### src/rtl/fc_neuron_bank.sv
// fc_neuron_bank: NUM_NEURONS fixed-point neurons share one activation stream and emit results serially.
// Optional build macro FC_NEURON_BANK_RELU_EN clamps results at zero; ROM_PROFILE picks built-in test ROM tables.

module ROM_neuron #(
    parameter int WORD_SIZE     = 16,
    parameter int N_SIZE        = 8,
    parameter int ADDR_W        = 3,
    parameter int INPUT_LENGTH  = 4,
    parameter int LAYER_NUMBER  = 1,
    parameter int NEURON_NUMBER = 0,
    parameter int NEURON_TYPE   = 1,
    parameter int ROM_PROFILE   = 0
) (
    input  logic                 clk_i,
    input  logic                 rst_i,
    input  logic [ADDR_W-1:0]    addr_i,
    output logic [WORD_SIZE-1:0] data_o
);
    logic [WORD_SIZE-1:0] data_q;
    logic [WORD_SIZE-1:0] data_d;

    // Built-in test tables for layer 1 fully-connected neurons; trained contents replace these
    function automatic logic [WORD_SIZE-1:0] rom_word(input logic [ADDR_W-1:0] a);
        logic [WORD_SIZE-1:0] one_w;
        logic [WORD_SIZE-1:0] half_w;
        logic [WORD_SIZE-1:0] w;
        logic                 is_bias;
        one_w   = WORD_SIZE'(1) << N_SIZE;
        half_w  = WORD_SIZE'(1) << (N_SIZE - 1);
        is_bias = (a == ADDR_W'(INPUT_LENGTH));
        w       = '0;
        if (NEURON_TYPE == 1 && LAYER_NUMBER == 1) begin
            case (ROM_PROFILE)
                0: w = is_bias ? half_w : one_w;
                1: w = is_bias ? '0 : ((NEURON_NUMBER % 2 == 0) ? {1'b0, {(WORD_SIZE-1){1'b1}}}
                                                                 : {1'b1, {(WORD_SIZE-1){1'b0}}});
                2: w = is_bias ? '0 : ((a == '0) ? (WORD_SIZE'(0) - half_w) : (WORD_SIZE'(a) << N_SIZE));
                default: w = '0;
            endcase
        end else begin
            w = '0;
        end
        return w;
    endfunction

    // Table lookup feeding the read register
    always_comb begin
        data_d = rom_word(addr_i);
    end

    // One-cycle read latency
    always_ff @(posedge clk_i or posedge rst_i) begin
        if (rst_i) begin
            data_q <= '0;
        end else begin
            data_q <= data_d;
        end
    end

    assign data_o = data_q;
endmodule

module fc_neuron_bank #(
    parameter int WORD_SIZE    = 16,
    parameter int N_SIZE       = 8,
    parameter int INPUT_LENGTH = 4,
    parameter int NUM_NEURONS  = 4,
    parameter int LAYER_NUMBER = 1,
    parameter int ROM_PROFILE  = 0
) (
    input  logic                 clk_i,
    input  logic                 reset_n_i,
    input  logic [WORD_SIZE-1:0] in_data_i,
    input  logic                 in_valid_i,
    output logic                 in_ready_o,
    output logic [WORD_SIZE-1:0] out_data_o,
    output logic                 out_valid_o,
    input  logic                 out_ready_i,
    output logic                 out_last_o
);
    localparam int ADDR_W = $clog2(INPUT_LENGTH + 1);
    localparam int SEL_W  = (NUM_NEURONS > 1) ? $clog2(NUM_NEURONS) : 1;
    localparam int PROD_W = 2 * WORD_SIZE;
    localparam int ACC_W  = PROD_W + ADDR_W;
    localparam logic [SEL_W-1:0]         LAST_SEL = SEL_W'(NUM_NEURONS - 1);
    localparam logic signed [ACC_W-1:0]  SAT_MAX  = {{(ACC_W-WORD_SIZE+1){1'b0}}, {(WORD_SIZE-1){1'b1}}};
    localparam logic signed [ACC_W-1:0]  SAT_MIN  = {{(ACC_W-WORD_SIZE+1){1'b1}}, {(WORD_SIZE-1){1'b0}}};

    typedef enum logic [1:0] {
        ST_ACCUM  = 2'd0,
        ST_BIAS   = 2'd1,
        ST_FINAL  = 2'd2,
        ST_OUTPUT = 2'd3
    } state_t;

    state_t                     state_q, state_d;
    logic [ADDR_W-1:0]          idx_q, idx_d, rom_addr_s;
    logic [SEL_W-1:0]           sel_q, sel_d;
    logic signed [WORD_SIZE-1:0] mac_data_q, mac_data_d;
    logic                       mac_en_q, mac_en_d;
    logic signed [ACC_W-1:0]    acc_q [NUM_NEURONS];
    logic signed [ACC_W-1:0]    acc_d [NUM_NEURONS];
    logic signed [PROD_W-1:0]   prod_s [NUM_NEURONS];
    logic signed [WORD_SIZE-1:0] rom_data_s [NUM_NEURONS];
    logic                       in_ready_q, in_ready_d;
    logic                       out_valid_q, out_valid_d;
    logic                       out_last_q, out_last_d;
    logic [WORD_SIZE-1:0]       out_data_q, out_data_d;
    logic                       in_hs_s, out_hs_s;

    for (genvar n = 0; n < NUM_NEURONS; n++) begin : g_rom
        ROM_neuron #(
            .WORD_SIZE    (WORD_SIZE),
            .N_SIZE       (N_SIZE),
            .ADDR_W       (ADDR_W),
            .INPUT_LENGTH (INPUT_LENGTH),
            .LAYER_NUMBER (LAYER_NUMBER),
            .NEURON_NUMBER(n),
            .NEURON_TYPE  (1),
            .ROM_PROFILE  (ROM_PROFILE)
        ) u_rom (
            .clk_i (clk_i),
            .rst_i (~reset_n_i),
            .addr_i(rom_addr_s),
            .data_o(rom_data_s[n])
        );
    end

    // Drop the fractional bits (floor), clamp to the word range, optionally rectify
    function automatic logic [WORD_SIZE-1:0] shape_result(input logic signed [ACC_W-1:0] acc);
        logic signed [ACC_W-1:0] shifted;
        logic [WORD_SIZE-1:0]    sat;
        shifted = acc >>> N_SIZE;
        if (shifted > SAT_MAX) begin
            sat = SAT_MAX[WORD_SIZE-1:0];
        end else if (shifted < SAT_MIN) begin
            sat = SAT_MIN[WORD_SIZE-1:0];
        end else begin
            sat = shifted[WORD_SIZE-1:0];
        end
`ifdef FC_NEURON_BANK_RELU_EN
        sat = sat[WORD_SIZE-1] ? '0 : sat;
`endif
        return sat;
    endfunction

    // Sequencer, MAC/bias accumulation and next values of the output registers
    always_comb begin
        state_d    = state_q;
        idx_d      = idx_q;
        sel_d      = sel_q;
        mac_data_d = mac_data_q;
        mac_en_d   = 1'b0;
        in_hs_s    = in_valid_i & in_ready_q;
        out_hs_s   = out_valid_q & out_ready_i;
        rom_addr_s = (state_q == ST_BIAS) ? ADDR_W'(INPUT_LENGTH) : idx_q;

        for (int n = 0; n < NUM_NEURONS; n++) begin
            prod_s[n] = PROD_W'(mac_data_q) * PROD_W'(rom_data_s[n]);
            if (mac_en_q) begin
                acc_d[n] = acc_q[n] + ACC_W'(prod_s[n]);
            end else if (state_q == ST_FINAL) begin
                acc_d[n] = acc_q[n] + (ACC_W'(rom_data_s[n]) <<< N_SIZE);
            end else begin
                acc_d[n] = acc_q[n];
            end
        end

        case (state_q)
            ST_ACCUM: begin
                if (in_hs_s) begin
                    mac_data_d = $signed(in_data_i);
                    mac_en_d   = 1'b1;
                    idx_d      = idx_q + ADDR_W'(1);
                    state_d    = (idx_q == ADDR_W'(INPUT_LENGTH - 1)) ? ST_BIAS : ST_ACCUM;
                end else begin
                    mac_en_d = 1'b0;
                end
            end
            ST_BIAS:  state_d = ST_FINAL;
            ST_FINAL: state_d = ST_OUTPUT;
            ST_OUTPUT: begin
                if (out_hs_s && sel_q == LAST_SEL) begin
                    state_d = ST_ACCUM;
                    sel_d   = '0;
                    idx_d   = '0;
                    for (int n = 0; n < NUM_NEURONS; n++) begin
                        acc_d[n] = '0;
                    end
                end else if (out_hs_s) begin
                    sel_d = sel_q + SEL_W'(1);
                end else begin
                    sel_d = sel_q;
                end
            end
            default: state_d = ST_ACCUM;
        endcase

        // Outputs are registered, so they are derived from the next state
        in_ready_d  = (state_d == ST_ACCUM);
        out_valid_d = (state_d == ST_OUTPUT);
        out_last_d  = out_valid_d && (sel_d == LAST_SEL);
        out_data_d  = out_valid_d ? shape_result(acc_d[sel_d]) : '0;
    end

    // All state, datapath and output flops
    always_ff @(posedge clk_i or negedge reset_n_i) begin
        if (!reset_n_i) begin
            state_q     <= ST_ACCUM;
            idx_q       <= '0;
            sel_q       <= '0;
            mac_data_q  <= '0;
            mac_en_q    <= 1'b0;
            in_ready_q  <= 1'b0;
            out_valid_q <= 1'b0;
            out_last_q  <= 1'b0;
            out_data_q  <= '0;
            for (int n = 0; n < NUM_NEURONS; n++) begin
                acc_q[n] <= '0;
            end
        end else begin
            state_q     <= state_d;
            idx_q       <= idx_d;
            sel_q       <= sel_d;
            mac_data_q  <= mac_data_d;
            mac_en_q    <= mac_en_d;
            in_ready_q  <= in_ready_d;
            out_valid_q <= out_valid_d;
            out_last_q  <= out_last_d;
            out_data_q  <= out_data_d;
            acc_q       <= acc_d;
        end
    end

    assign in_ready_o  = in_ready_q;
    assign out_valid_o = out_valid_q;
    assign out_last_o  = out_last_q;
    assign out_data_o  = out_data_q;
endmodule

### config.mk
export PLATFORM = sky130hd
export DESIGN_NAME = fc_neuron_bank
export DESIGN_NICKNAME = d
export VERILOG_FILES = /design/src/rtl/fc_neuron_bank.sv
export SDC_FILE = /design/constraint.sdc
export NUM_CORES = 1
export LEC_CHECK = 0
export BUFFER_PORTS_ARGS = -buffer_cell sky130_fd_sc_hd__buf_2
export CAP_MARGIN = 10
export CORE_AREA = 5 5 308 220
export CTS_BUF_LIST = sky130_fd_sc_hd__clkbuf_4 sky130_fd_sc_hd__clkbuf_8
export CTS_CLUSTER_DIAMETER = 40
export DETAILED_ROUTE_END_ITERATION = 6
export DIE_AREA = 0 0 313 225
export GPL_TIMING_DRIVEN = 0
export SLEW_MARGIN = 40
export SYNTH_ARGS = -nofsm -noshare
export SYNTH_HDL_FRONTEND = slang
export SYNTH_SLANG_ARGS = --single-unit
export TNS_END_PERCENT = 30
### constraint.sdc
create_clock -name clk_i -period 7.4 [get_ports clk_i]
set_input_delay 0.74 -clock clk_i [delete_from_list [all_inputs] [get_ports clk_i]]
set_output_delay 0.74 -clock clk_i [all_outputs]
set_load 0.05 [all_outputs]
### Word-level counts from Yosys, hierarchy flattened

Index checks and enable logic that the tools add are counted.

| storage, ports and cells | value |
|---|---|
| output and inout bits | 19 |
| flip-flop bits (word level) | 192 |
| input bits | 20 |
| logic and storage cells | 78 |

| cells by class | value |
|---|---|
| mux-type cells | 30 |
| equal/unequal tests | 10 |
| $mul | 1 |
| reductions and logical operators | 7 |
| add/sub/neg operators | 10 |
| $lt $le $gt $ge | 3 |
| bitwise operators | 3 |

Operators by type and width:

| operator | number |
|---|---|
| 2-to-1 mux 35 bit | 10 |
| 2-to-1 mux 140 bit | 2 |
| adder 35 x 18 -> 35 bit | 4 |
| adder 35 x 32 -> 35 bit | 4 |
| binary-select mux 35 bit (select 2 bit) | 1 |
| 2-to-1 mux 16 bit | 3 |
| > comparator 27 x 16 -> 1 bit, second input constant | 1 |
| < comparator 27 x 16 -> 1 bit, second input constant | 1 |
| multiplier 16 x 10 -> 26 bit | 1 |
| equality test 2 bit, second input constant | 5 |
| 2-to-1 mux 2 bit | 5 |
| 2-to-1 mux 3 bit | 3 |
| 2-to-1 mux 9 bit | 1 |
| one-hot mux 2 bit (4 select lines) | 1 |
| one-hot mux 3 bit (2 select lines) | 1 |
| zero test 2 bit | 2 |
| != test 2 bit, second input constant | 2 |
| adder 3 x 1 -> 3 bit, second input constant | 1 |
| equality test 3 x 2 -> 1 bit, second input constant | 1 |
| equality test 3 bit, second input constant | 1 |
| >= comparator 3 bit, second input constant | 1 |
| 2-to-1 mux 1 bit | 3 |
| inverter 2 -> 3 bit | 1 |
| AND reduction 3 bit | 1 |
| other kinds (6) | 8 |

### Logic depth before layout (Yosys ltp)

| logic depth | value |
|---|---|
| depth in word-level cells | 12 |
| depth in mapped cells | 35 |
| depth with buffers taken out | 31 |

### Cells and area by module

A second synthesis with hierarchy kept.

| unflattened totals | value |
|---|---|
| cell total of the unflattened synthesis | 7157 |
| area total of the unflattened synthesis | 62620.1 um^2 |

By module, submodules not included:

| module | cells each | area each (um^2) | instances | sequential area each (um^2) |
|---|---|---|---|---|
| fc_neuron_bank | 7077 | 61904.4 | 1 | 4579.4 |
| ROM_neuron | 20 | 178.9 | 4 | 50.0 |

### Worst setup path after synthesis

OpenSTA, ideal clock, no wires.

| path | value |
|---|---|
| path type | reg2reg |
| start | reg g_rom[1].u_rom.data_q[7] |
| end | reg out_data_q[10], in the netlist out_data_o[10] |
| buffers on the path | 5 |
| library setup time | 120 ps |
| data required time | 7280 ps |
| cell stages (with the launch flop) | 30 |
| slack | 226 ps |
| period minus slack after synthesis | 7174 ps |
| arrival time | 7054 ps |
| cells stage by stage | dfrtp_1 -> clkbuf_1 -> clkbuf_1 -> clkbuf_1 -> and2_1 -> ha_1 -> ha_1 -> ha_1 -> ha_1 -> ha_1 -> ha_1 -> or3_1 -> o21ai_0 -> a211o_1 -> o211ai_2 -> inv_2 -> ha_1 -> buf_2 -> a211oi_1 -> o211ai_1 -> a21bo_2 -> a2111oi_4 -> o32ai_1 -> a221oi_2 -> a211oi_1 -> nor3_1 -> nand4_1 -> o311a_4 -> buf_6 -> a31o_1 |

RTL lines:

| element | RTL line | RTL |
|---|---|---|
| from (decl) | 19 | `logic [WORD_SIZE-1:0] data_q;` |
| from (signal assigned) | 56 | `data_q <= data_d;` |
| to (signal assigned) | 230 | `out_data_q <= out_data_d;` |
| to (decl) | 108 | `logic [WORD_SIZE-1:0] out_data_q, out_data_d;` |

==> results.yml <==
finish:
  drive_above_1_share: 0.130
  final_nets: 2368
  seqCellArea_um2: 3930
  final_cell_area_um2: 19200
  final_core_util: 0.299
  fillCellCount: 6873
  multi_input_area_um2: 12600
  syn2layout_area_growth_pct: 16.2
routing:
  vias: 16600
  wl_met2_um: 23300
  first_iter_violations: 2039
  wire_per_inst_um: 20.8
  wl_met1_um: 31100
  drt-total-wl_um: 62800
  viasPerCell: 5.50
  ant_nets: 0
  route.detailed.drc: 0
  dr.pass1.iters: 5
  top_layer: "met5"
  wl_met3_um: 7410
place:
  pre_cts_ws_ns: -1.86
  dpl_cell_area_um2: 17900
  portBuffers: 38
  gp_congestion: 0.940
  dp_hpwl_um: 47700
synthesis:
  yosys.area_share.simple: 0.231
  ys_seq_area_frac: 0.238
  syn_area_um2: 16500
  synth_most_common_cell: "nand2_1"
  synth_nets: 2286
  synth-xor-area-share: 0.0895
  synthMuxAreaShare: 0.0244
  synth_top_family_by_area: "compound AO/OA/AOI/OAI gates"
  netlist.area_leader.share: 0.238
  synth_compound_area_frac: 0.234
  async_flop_share: 1.00
  synth_top_cell_by_area: "dfrtp_1"
  ys_seq_elements: 157
  avgSynthCellArea_um2: 7.96
  ys_types: 96
  synth.top_cells.by_count: "nand2_1 (269), nor2_1 (192), a21oi_1 (186)"
  synth_flop_cell: "dfrtp_1"
  synthCells: 2078
  synth_warnings: 0
  netlist_top_cells_area: "dfrtp_1 (24%), ha_1 (13%), nand2_1 (6.1%)"
  yosys.area_share.adder: 0.147
  synth_edf_count: 0
power:
  p_seq_frac: 0.243
  p_int_mw: 2.73
  power.density_nw_per_um2: 306
  power_frac_clock: 0.127
  p_leak_nw: 8.40
  p_sw_mw: 3.14
  power.total_mw: 5.87
  combPwrFrac: 0.630
  vdd.ir_drop.worst_v: 0.000240
  switching_share: 0.535
setup_path:
  worstSetupStartpointType: "flip-flop"
  crit_slowest_cell: "o41ai_4"
  r2r_slack_ns: 0.15
  cp_common_cell: "ha_1"
  regToRegEndpoint: "out_data_o[14]$_DFF_PN0_"
  critPathMaxFanout: 10
  reg2reg_from: "g_rom[1].u_rom.data_o[8]$_DFF_PN0_"
  critical_path_arrival_ns: 7.66
  critical_path_class: "flip-flop to flip-flop"
  cp_data_required_time_ns: 7.81
  cp-end-kind: "flip-flop"
  slowest_delay_ns: 0.48
  rr_worst_depth: 29
grt:
  grt_pass1_vias: 15200
  track_usage: 0.170
  grt_first_pass_wirelength_um: 93000
  grt_start_max_net_pins: 67
  antenna_found_initial: 4
  overflow: 0
clock_network:
  h-tree-depth: 4
  clock_sinks: 157
  tritoncts: "built"
  cts_buffers: 17
  path_clk_slew_ns: 0.11
  clk-insertion-delay-late_ns: 0.53
  cts-root-buf: "clkbuf_8"
  cts.path.max_buffers: 2
timing:
  fin_setup_tns_ns: 0
  period_minus_slack_ns: 7.25
  max_freq_ghz: 0.138
  slew_headroom: 0.312
  slew_viol_final: 0
  setup_viol: 0
  hold_viol_final: 0
  setup_ws_ns: 0.146
  worst_slew_pin_slew_ns: 1.03
  finClkSkew_ns: 0.0228
  finalCritPeriodShare: 0.980
floorplanning:
  core_um2: 64200
  ios: 39
  fp-row-count: 78
  start_util: 0.258
  die-area_um2: 70400
  fp.dieW_um: 313
  dieHeight_um: 225
min_path:
  hp-class: "input pin to async pin"
run:
  cap_viol_max_count: 0
outcome:
  status: "finished, final reports clean"
## flip-flops by register name, summed over array words and instances (netlist names)
signal and flops:
mac_en_q 1, out_last_o 1, out_valid_o 1, sel_q 2, in_ready_o 1, acc_q 112, mac_data_q 16, idx_q 3
g_rom.u_rom.data_o 2, state_q 2, out_data_o 16
## power by group through the flow
| stage | clock, mW | combinational [mW] | sequential [mW] |
|---|---|---|---|
| after floorplan | 0 | 2.14 | 1.52 |
| after global placement | 0 | 3.33 | 1.44 |
| after detailed placement | 0 | 3.33 | 1.43 |
| after CTS | 0.752 | 3.40 | 1.41 |
| after global routing | 0.787 | 3.93 | 1.46 |
| final | 0.745 | 3.70 | 1.43 |
## critical path: cells and delay by family (launching register included)
kind / cells / cell delay (ns)
buffers and inverters: 4 / 0.60
AO/OA/AOI/OAI: 9 / 2.73
AND/OR/NAND/NOR: 6 / 0.97
adder cells (fa/ha/maj): 7 / 1.77
flip-flops: 1 / 0.45
XOR/XNOR: 3 / 0.62
## logic make-up after synthesis
kind of cell | after synthesis
flops | 157
compound gates | 579
fa+ha+maj | 188
mux | 40
xor+xnor | 169
buf+inv | 154
simple gates | 791
## through the flow
step                std cells  hold WS [ns]
finish                   3013        0.0659
global route             3013        0.0678
CTS                      2993        0.0603
detailed placement       2958         0.487
global placement         2956         0.485
floorplan                2078         0.444
## worst max-delay path by stage
stage / start / endpoint / slack [ns] / cells after the start
finish: g_rom[1].u_rom.data_o[8]$_DFF_PN0_ / out_data_o[14]$_DFF_PN0_ / 0.15 / 29
global route: g_rom[1].u_rom.data_o[7]$_DFF_PN0_ / out_data_o[13]$_DFF_PN0_ / -0.05 / 30
CTS: g_rom[1].u_rom.data_o[7]$_DFF_PN0_ / out_data_o[11]$_DFF_PN0_ / 0.02 / 35
detailed placement: g_rom[1].u_rom.data_o[7]$_DFF_PN0_ / out_data_o[11]$_DFF_PN0_ / -1.86 / 27
global placement: g_rom[1].u_rom.data_o[7]$_DFF_PN0_ / out_data_o[11]$_DFF_PN0_ / -2.09 / 27
floorplan: g_rom[1].u_rom.data_o[7]$_DFF_PN0_ / out_data_o[10]$_DFF_PN0_ / 0.23 / 29
## metal layers
metal,global-route usage,vias to the layer above
li1,-,7764
met4,0.0308,2
met5,0,-
met3,0.0522,70
met2,0.222,736
met1,0.269,8014
## layout by cell type (no fill, tap or decap), types with 8 or more instances in the layout
cell	instances
fa_1	9
clkbuf_1	43
nand4_1	29
o22ai_1	13
a21oi_1	173
a31oi_1	25
clkbuf_8	18
o21a_1	12
nand3_1	58
buf_1	10
o21ai_0	69
nand2b_1	19
a31o_1	12
and4_1	15
ha_1	159
and2_1	29
nand2_1	267
o211ai_1	22
dfrtp_1	155
ha_2	15
clkbuf_2	11
a21o_1	34
or3_1	10
a211oi_1	55
mux2i_1	36
xor2_1	69
o21ai_1	15
nand4b_1	8
a211oi_2	9
buf_4	28
inv_1	51
buf_2	55
nor2b_1	18
a21oi_2	17
and3_1	42
nor3_1	50
o21bai_1	14
xnor2_1	90
nor2_1	190
## final cells by class
type / count / area share
Buffer: 88 / 0.0212
Multi-Input combinational cell: 1767 / 0.658
Tap cell: 840 / 0.0547
Inverter: 57 / 0.0118
Antenna cell: 1 / 0.000130
Clock buffer: 17 / 0.0122
Timing Repair inverter: 1 / 0.000326
Sequential cell: 157 / 0.205
Timing Repair Buffer: 71 / 0.0282
Clock inverter: 14 / 0.00918
## repair_timing
action	CTS	global route
pin swaps	4	40
gates cloned	1	0
setup endpoints to repair	31	15
hold buffers	0	0
gates resized for setup	37	103
buffers inserted	6	25
Power figures use the tool's default switching activity.
